[src/rtl/dpm_ib_prefetch.sv]
// Instruction-byte prefetch queue feeding the IRD decoder: fetches aligned longwords, retires 1/2/4 bytes per cycle.
// Optional per-byte parity storage and check enabled by defining IB_PARITY_EN.
module dpm_ib_prefetch #(
    parameter int DEPTH_BYTES = 8
) (
    input  logic        mclk_l,
    input  logic        reset_h,
    input  logic        flush_h,
    input  logic [1:0]  flush_pc_h,
    output logic        mem_req_h,
    input  logic        mem_ack_h,
    input  logic [31:0] mem_data_h,
    input  logic [1:0]  take_h,
`ifdef IB_PARITY_EN
    input  logic [3:0]  mem_par_h,
    output logic        xbuf_perr_h,
`endif
    output logic [15:0] xbuf_h,
    output logic [3:0]  ib_cnt_h,
    output logic        ib_err_h
);

    localparam int PTR_W = $clog2(DEPTH_BYTES);
    localparam int CNT_W = $clog2(DEPTH_BYTES + 1);

    typedef enum logic {REQ_IDLE, REQ_WAIT} req_state_t;

    req_state_t       state;
    req_state_t       state_nxt;
    logic [7:0]       mem [DEPTH_BYTES];
`ifdef IB_PARITY_EN
    logic             par_mem [DEPTH_BYTES];
`endif
    logic [PTR_W-1:0] rd_ptr;
    logic [PTR_W-1:0] wr_ptr;
    logic [PTR_W-1:0] rd_ptr_nx1;
    logic [CNT_W-1:0] count;
    logic [1:0]       skip;
    logic             err;
    logic [2:0]       take_n;
    logic [2:0]       wr_n;
    logic             take_ok;
    logic             do_wr;
    logic             room;
    logic [CNT_W-1:0] take_amt;
    logic [CNT_W-1:0] wr_amt;

    function automatic logic [2:0] decode_take(input logic [1:0] code);
        case (code)
            2'b00:   return 3'd0;
            2'b01:   return 3'd1;
            2'b10:   return 3'd2;
            default: return 3'd4;
        endcase
    endfunction

    always_comb begin
        take_n   = decode_take(take_h);
        take_ok  = CNT_W'(take_n) <= count;
        do_wr    = mem_req_h && mem_ack_h && !flush_h && !reset_h;
        wr_n     = 3'd4 - {1'b0, skip};
        wr_amt   = do_wr ? CNT_W'(wr_n) : '0;
        take_amt = take_ok ? CNT_W'(take_n) : '0;
        // Request decision uses the registered count, ignoring this cycle's take.
        room     = count <= CNT_W'(DEPTH_BYTES - 4);
    end

    always_comb begin
        state_nxt = state;
        case (state)
            REQ_IDLE: if (room) state_nxt = REQ_WAIT;
            REQ_WAIT: if (mem_ack_h) state_nxt = REQ_IDLE;
            default:  state_nxt = REQ_IDLE;
        endcase
        if (flush_h) state_nxt = REQ_IDLE;
    end

    always_ff @(posedge mclk_l) begin
        if (reset_h) state <= REQ_IDLE;
        else         state <= state_nxt;
    end

    assign mem_req_h = (state == REQ_WAIT);

    always_ff @(posedge mclk_l) begin
        if (reset_h || flush_h) begin
            rd_ptr <= '0;
            wr_ptr <= '0;
            count  <= '0;
            err    <= 1'b0;
            skip   <= reset_h ? 2'd0 : flush_pc_h;
        end else begin
            if (take_ok) rd_ptr <= rd_ptr + PTR_W'(take_n);
            else         err    <= 1'b1;
            if (do_wr) begin
                wr_ptr <= wr_ptr + PTR_W'(wr_n);
                skip   <= 2'd0;
            end
            count <= count + wr_amt - take_amt;
        end
    end

    // Byte storage carries no reset; the count masks stale entries.
    always_ff @(posedge mclk_l) begin
        if (do_wr) begin
            for (int i = 0; i < 4; i++) begin
                if (i >= int'(skip)) begin
                    mem[wr_ptr + PTR_W'(i - int'(skip))] <= mem_data_h[8*i +: 8];
`ifdef IB_PARITY_EN
                    par_mem[wr_ptr + PTR_W'(i - int'(skip))] <= mem_par_h[i];
`endif
                end
            end
        end
    end

    assign rd_ptr_nx1 = rd_ptr + PTR_W'(1);

    always_comb begin
        xbuf_h = 16'h0000;
        if (count >= CNT_W'(1)) xbuf_h[7:0]  = mem[rd_ptr];
        if (count >= CNT_W'(2)) xbuf_h[15:8] = mem[rd_ptr_nx1];
    end

`ifdef IB_PARITY_EN
    always_comb begin
        xbuf_perr_h = 1'b0;
        if (count >= CNT_W'(1) && !(^{par_mem[rd_ptr], mem[rd_ptr]}))         xbuf_perr_h = 1'b1;
        if (count >= CNT_W'(2) && !(^{par_mem[rd_ptr_nx1], mem[rd_ptr_nx1]})) xbuf_perr_h = 1'b1;
    end
`endif

    assign ib_cnt_h = 4'(count);
    assign ib_err_h = err;

endmodule

[config.mk]
export PLATFORM = sky130hd
export DESIGN_NAME = dpm_ib_prefetch
export DESIGN_NICKNAME = d
export VERILOG_FILES = /design/src/rtl/dpm_ib_prefetch.sv
export SDC_FILE = /design/constraint.sdc
export NUM_CORES = 1
export LEC_CHECK = 0
export ABC_AREA = 1
export CORE_AREA = 2 2 129 225
export CTS_BUF_LIST = sky130_fd_sc_hd__clkbuf_8
export CTS_CLUSTER_SIZE = 25
export DETAILED_ROUTE_END_ITERATION = 8
export DIE_AREA = 0 0 131 227
export GPL_TIMING_DRIVEN = 0
export SLEW_MARGIN = 15
export SYNTH_ARGS = -nofsm -noshare
export SYNTH_HDL_FRONTEND = slang
export SYNTH_SLANG_ARGS = --single-unit
[constraint.sdc]
create_clock -name mclk_l -period 2.82 [get_ports mclk_l]
set_input_delay 0.282 -clock mclk_l [delete_from_list [all_inputs] [get_ports mclk_l]]
set_output_delay 0.282 -clock mclk_l [all_outputs]
set_load 0.01 [all_outputs]
== After elaboration in Yosys (flattened, before gate mapping) ==
Memory sizes are Yosys's and may differ from the RTL's. A register that Yosys moved wholly into a read port is not among the register bits.
Index checks and enable logic that the tools add are counted.

* Memory bits (writable): 64
* Flip-flop bits (word level): 14
* Word-level logic and storage cells: 64
* Input port bits: 40
* Output and inout bits: 22
* Memories: 1

* Muxes and demuxes: 24
* Add/sub/neg operators: 14
* Reductions and logical operators: 9
* Equal/unequal tests: 2
* Bitwise operators: 1
* Order comparisons: 7

{| class="wikitable"
|+ Memory list
! name !! words !! bits a word !! rd ports !! clocked after memory_dff !! wr ports !! RTL line !! text
|-
| mem || 8 || 8 || 2 || 1 || 4 || 30 || <nowiki>logic [7:0] mem [DEPTH_BYTES];</nowiki>
|}

{| class="wikitable"
|+ Operators by type and width
! kind !! count
|-
| $add A3 B3 Y3 || 6
|-
| $mux W8 || 2
|-
| $mux W1 || 13
|-
| $mux W3 || 4
|-
| $pmux W3 S3 || 1
|-
| $mux W2 || 3
|-
| $sub A1 B2 Y3 const A || 2
|-
| $sub A2 B2 Y3 const A || 2
|-
| $add A4 B3 Y4 || 1
|-
| $ge A1 B2 Y1 const A || 2
|-
| $ge A4 B1 Y1 const B || 1
|-
| $ge A4 B2 Y1 const B || 1
|-
| $le A3 B4 Y1 || 1
|-
| $le A4 B3 Y1 const B || 1
|-
| $sub A4 B3 Y4 || 1
|-
| $add A3 B1 Y3 const B || 1
|-
| $logic_and A1 B1 Y1 || 3
|-
| $sub A3 B2 Y3 const A || 1
|-
| $eq A2 B1 Y1 const B || 1
|-
| $eq A2 B2 Y1 const B || 1
|-
| $ge A2 B2 Y1 const A || 1
|-
| $logic_not A1 Y1 || 2
|-
| $logic_not A2 Y1 || 1
|-
| $pmux W1 S2 || 1
|-
| other kinds (4) || 4
|}

== Depth between registers and ports, before layout ==
* Depth after elaboration: 6
* Gate-level depth with buffers: 15
* Gate-level depth less buffers: 15

== Worst setup path before layout ==
OpenSTA, ideal clock, no wires.

* Kind: register -> register
* Start: register count[1], in the netlist ib_cnt_h[1]
* End: register count[3], in the netlist ib_cnt_h[3]
* Arrival time: 2,544 ps
* Path buffers: 0
* Cell stages (with the launch flop): 15
* Library setup time: 120 ps
* Required time: 2,700 ps
* Slack: 156 ps
* Period minus slack after synthesis: 2,664 ps
* Cell sequence: dfxtp_1 inv_1 ha_1 inv_1 o21bai_1 a21oi_1 nor2_1 nor2_1 fa_1 inv_1 ha_1 a21oi_1 nand2_1 o21ai_0 a21oi_1

* Cells in the longest elaborated chain, start to end: 3
* Elaborated cells between the ends (all ways): 4
* Those cells by class: add/sub: 2; order compare: 1; mux: 1

{| class="wikitable"
|+ RTL lines
! item !! RTL line !! text
|-
| start, declared || 37 || <nowiki>logic [CNT_W-1:0] count;</nowiki>
|-
| start signal, assigned || 99 || <nowiki>count <= count + wr_amt - take_amt;</nowiki>
|-
| $le A3 B4 Y1 || 59 || <nowiki>take_ok = CNT_W'(take_n) <= count;</nowiki>
|-
| $mux W3 || 63 || <nowiki>take_amt = take_ok ? CNT_W'(take_n) : '0;</nowiki>
|-
| $sub A4 B3 Y4 * || 99 ||
|}

Mark *: on every way between the ends. The rest lies on a longest branch, timed or not.
A chain may end at the register's enable or synchronous reset.

== Final worst setup path ==
* Start: register rd_ptr[0]
* End: output port xbuf_h[8]

* Cells in the longest elaborated chain, start to end: 3

{| class="wikitable"
|+ RTL lines
! item !! RTL line !! text
|-
| start, declared || 34 || <nowiki>logic [PTR_W-1:0] rd_ptr;</nowiki>
|-
| start signal, assigned || 93 || <nowiki>if (take_ok) rd_ptr <= rd_ptr + PTR_W'(take_n);</nowiki>
|-
| $add A3 B1 Y3 || 117 || <nowiki>assign rd_ptr_nx1 = rd_ptr + PTR_W'(1);</nowiki>
|-
| $mem_v2 Z8 W8 || - ||
|-
| $mux W8 || 122 || <nowiki>if (count >= CNT_W'(2)) xbuf_h[15:8] = mem[rd_ptr_nx1];</nowiki>
|-
| end, declared || 18 || <nowiki>output logic [15:0] xbuf_h,</nowiki>
|}

No other way between the ends.

==> impl_metrics.ini <==
[status]
status = finished clean

[power_and_ir_drop]
p_clk_frac = 0.220
netSwitchingPower_w = 0.00145
peakVddDrop_mv = 0.176
powerDensity_mw_per_mm2 = 451
intPower_w = 0.00232
p_total_w = 0.00377
leakage_nw = 3.37
p_sw_frac = 0.386
p_comb_frac = 0.412
power_frac_seq = 0.367

[yosys]
synth_seq_area_share = 0.331
synth-edff-count = 66
yosysTopAreaCell = edfxtp_1
synth-async-reset-ratio = 0
ys_ff_latch = 81
synth_area_mm2 = 0.00689
synthFlopType = edfxtp_1
syn_nets = 1033
yosys.area.top_type_share = 0.287
synthDistinctLibCells = 40
synth_area_leaders = edfxtp_1 29%, nand2_1 12%, o21ai_0 7.8%
syn_inst = 967
yosys_warnings = 0
syn_area_per_cell_um2 = 7.13

[flow_run]
cap_violations = 0

[routing]
drc = 0
vias = 7208
routed_wl_um = 28800
wl_per_cell_um = 20.2
drtAntennaViolNets = 0
dr.pass1.iters = 6
vias_per_cell = 5.07
drt_iter0_drc = 970

[sta]
max-slew-margin-rel = 0.626
fmax_mhz = 355
fin_skew_ns = 0.0159
fin_crit_ns = 2.81
worst_pin_slew_ns = 0.561
finalSetupTns_ns = 0
drv_slew = 0
fin_crit_sh = 0.998
hold_viol = 0
whs_ns = 0.482
setup_viol_count_final = 0

[setup_path]
crit_required_ns = 2.54
crit_type = register to output port
r2r_cells = 8
cp-end-kind = output port
reg2reg_to = mem[5][1]
crit_path_start = rd_ptr[0]
critPathMaxFanout = 10
cp-start-kind = register
r2r_slack_ns = 0.05
worstReg2RegStart = skip[0]
arrival_ns = 2.53

[die]
start_util = 0.247
die_h_um = 227
num_rows = 81
core_mm2 = 0.0279
dieWidth_um = 131
ios = 62
die_area_mm2 = 0.0297

[cells_and_area]
synthToLayoutAreaGrowth_pct = 21.4
utilization = 0.300
stdcell_area_mm2 = 0.00837
drive_gt1_frac = 0.125
nets = 1109

[place]
place_congestion = 1.02
portBuffers = 56
dpl_cell_area_mm2 = 0.00792
hpwl_um = 23900

[clocking]
clockBufferDepth = 2
cts_max_level = 3
clock_sink_count = 81
tritoncts = built
clkTransAtPathRegs_ns = 0.09
cts_root_buf = clkbuf_8
cts_buffers = 9
clock_latency_ns = 0.37

[worst_hold_path]
hold_end = ib_err_h
holdCritPathClass = register to register
min_from = ib_err_h
hold_depth = 2

[grt]
antenna_found_initial = 0
grt_util_all_layers = 0.196
grt_pass1_vias = 7126
grt_max_degree = 15
grt_remaining_overflow = 0
grt_pass1_wl_um = 42200
-- logic make-up after synthesis --
group	Yosys count	synth area share
AOI/OAI and AO/OA	253	0.214
xor gates and xnor gates	5	0.00635
adders and majority gates	26	0.0537
buffers and inverters	153	0.0960
DFF	81	0.331
and+or+nand+nor	449	0.299
-- placed cells by master (no fill, tap or decap), types with 6 or more instances in the layout --
cell type	n
nor2_2	8
clkbuf_2	6
edfxtp_1	66
o21ai_0	107
dfxtp_1	10
o22ai_1	9
nor2_4	13
o221ai_1	7
nand3_2	10
o211ai_1	33
clkdlybuf4s50_1	51
clkbuf_1	6
nand3_1	47
buf_4	16
nand3_4	7
inv_1	109
nand2_2	11
ha_1	19
a22oi_1	16
nand2_1	215
nor2_1	122
buf_6	7
buf_2	7
clkbuf_8	10
a21oi_1	66
nand4_1	7
-- critical path, cell delays in order, from the launching register on --
cell and delay (ns):
dfxtp_4 0.39, ha_4 0.34, buf_4 0.19, o21ai_0 0.11, o211ai_1 0.30, nand2_1 0.10, nor2_1 0.16, clkdlybuf4s50_1 0.56
-- worst max-delay path by stage --
stage               cells past startpoint           to
detailed placement                     16  ib_cnt_h[3]
CTS                                     7   xbuf_h[12]
global placement                       16  ib_cnt_h[3]
floorplan                              14  ib_cnt_h[3]
global route                           14  ib_cnt_h[3]
finish                                  7    xbuf_h[8]
-- area by class of cell --
class                           instances  area [um2]
Clock buffer                            9         124
Sequential cell                        81        2290
Tap cell                              373         467
Multi-Input combinational cell        733        4070
Buffer                                 37         256
Fill cell                            3048       19500
Antenna cell                            1        2.50
Inverter                              115         439
Clock inverter                          7        68.8
Timing Repair Buffer                   66         648
-- what timing repair did --
item / 4_1_cts / 5_1_grt
resized for setup: 31 / 35
hold buffers: 0 / 0
pin swaps: 2 / 6
setup endpoints to repair: 83 / 82
setup buffers: 4 / 6
-- per-stage QoR --
step,cells,setup slack (ns)
after floorplan,967,0.156
after global placement,1396,-0.499
after detailed placement,1396,-0.542
after CTS,1415,0.00799
after global routing,1421,-0.0330
final,1422,0.00555
-- synthesized netlist by cell type, types with 2 or more instances --
cell and instances:
buf_2 6, a21oi_1 68, nand3_1 53, nand2_4 2, a22oi_1 16, buf_6 7
buf_1 6, buf_4 3, inv_1 112, nand3_4 6, ha_1 20, xnor2_1 2
nand4_1 7, o221a_2 5, xor2_1 3, fa_1 6, nand3_2 5, o21ai_0 108
nor3b_1 2, clkbuf_1 15, nand2_1 220, nor2_8 3, o21ai_1 3, nor2_1 128
o22ai_1 9, nand2_2 6, nor2_2 5, dfxtp_1 15, nor2_4 10, o221ai_1 7
edfxtp_1 66, o211ai_1 33, inv_2 3
-- per-layer routing --
metal | part of all wire | routed length, um | GRT usage
met4 | 0.10 | 2930 | 0.177
met2 | 0.53 | 15300 | 0.362
met3 | 0.037 | 1060 | 0.0165
met1 | 0.33 | 9490 | 0.188
met5 | 0 | 0 | 0
-- power groups by stage --
stage / sequential [W] / combinational [W] / clock, W
after floorplan: 0.00139 / 0.000774 / 0
after global placement: 0.00140 / 0.00143 / 0
after detailed placement: 0.00140 / 0.00144 / 0
after CTS: 0.00139 / 0.00149 / 0.000850
after global routing: 0.00139 / 0.00168 / 0.000892
final: 0.00138 / 0.00155 / 0.000831
-- sequential cells by signal, summed over array words and instances, names as in the netlist, named ones only --
register,count
ib_err_h,1
ib_cnt_h,4
mem,64
wr_ptr,3
mem_req_h,1
rd_ptr,3
skip,2
(Power assumes the default switching activity.)
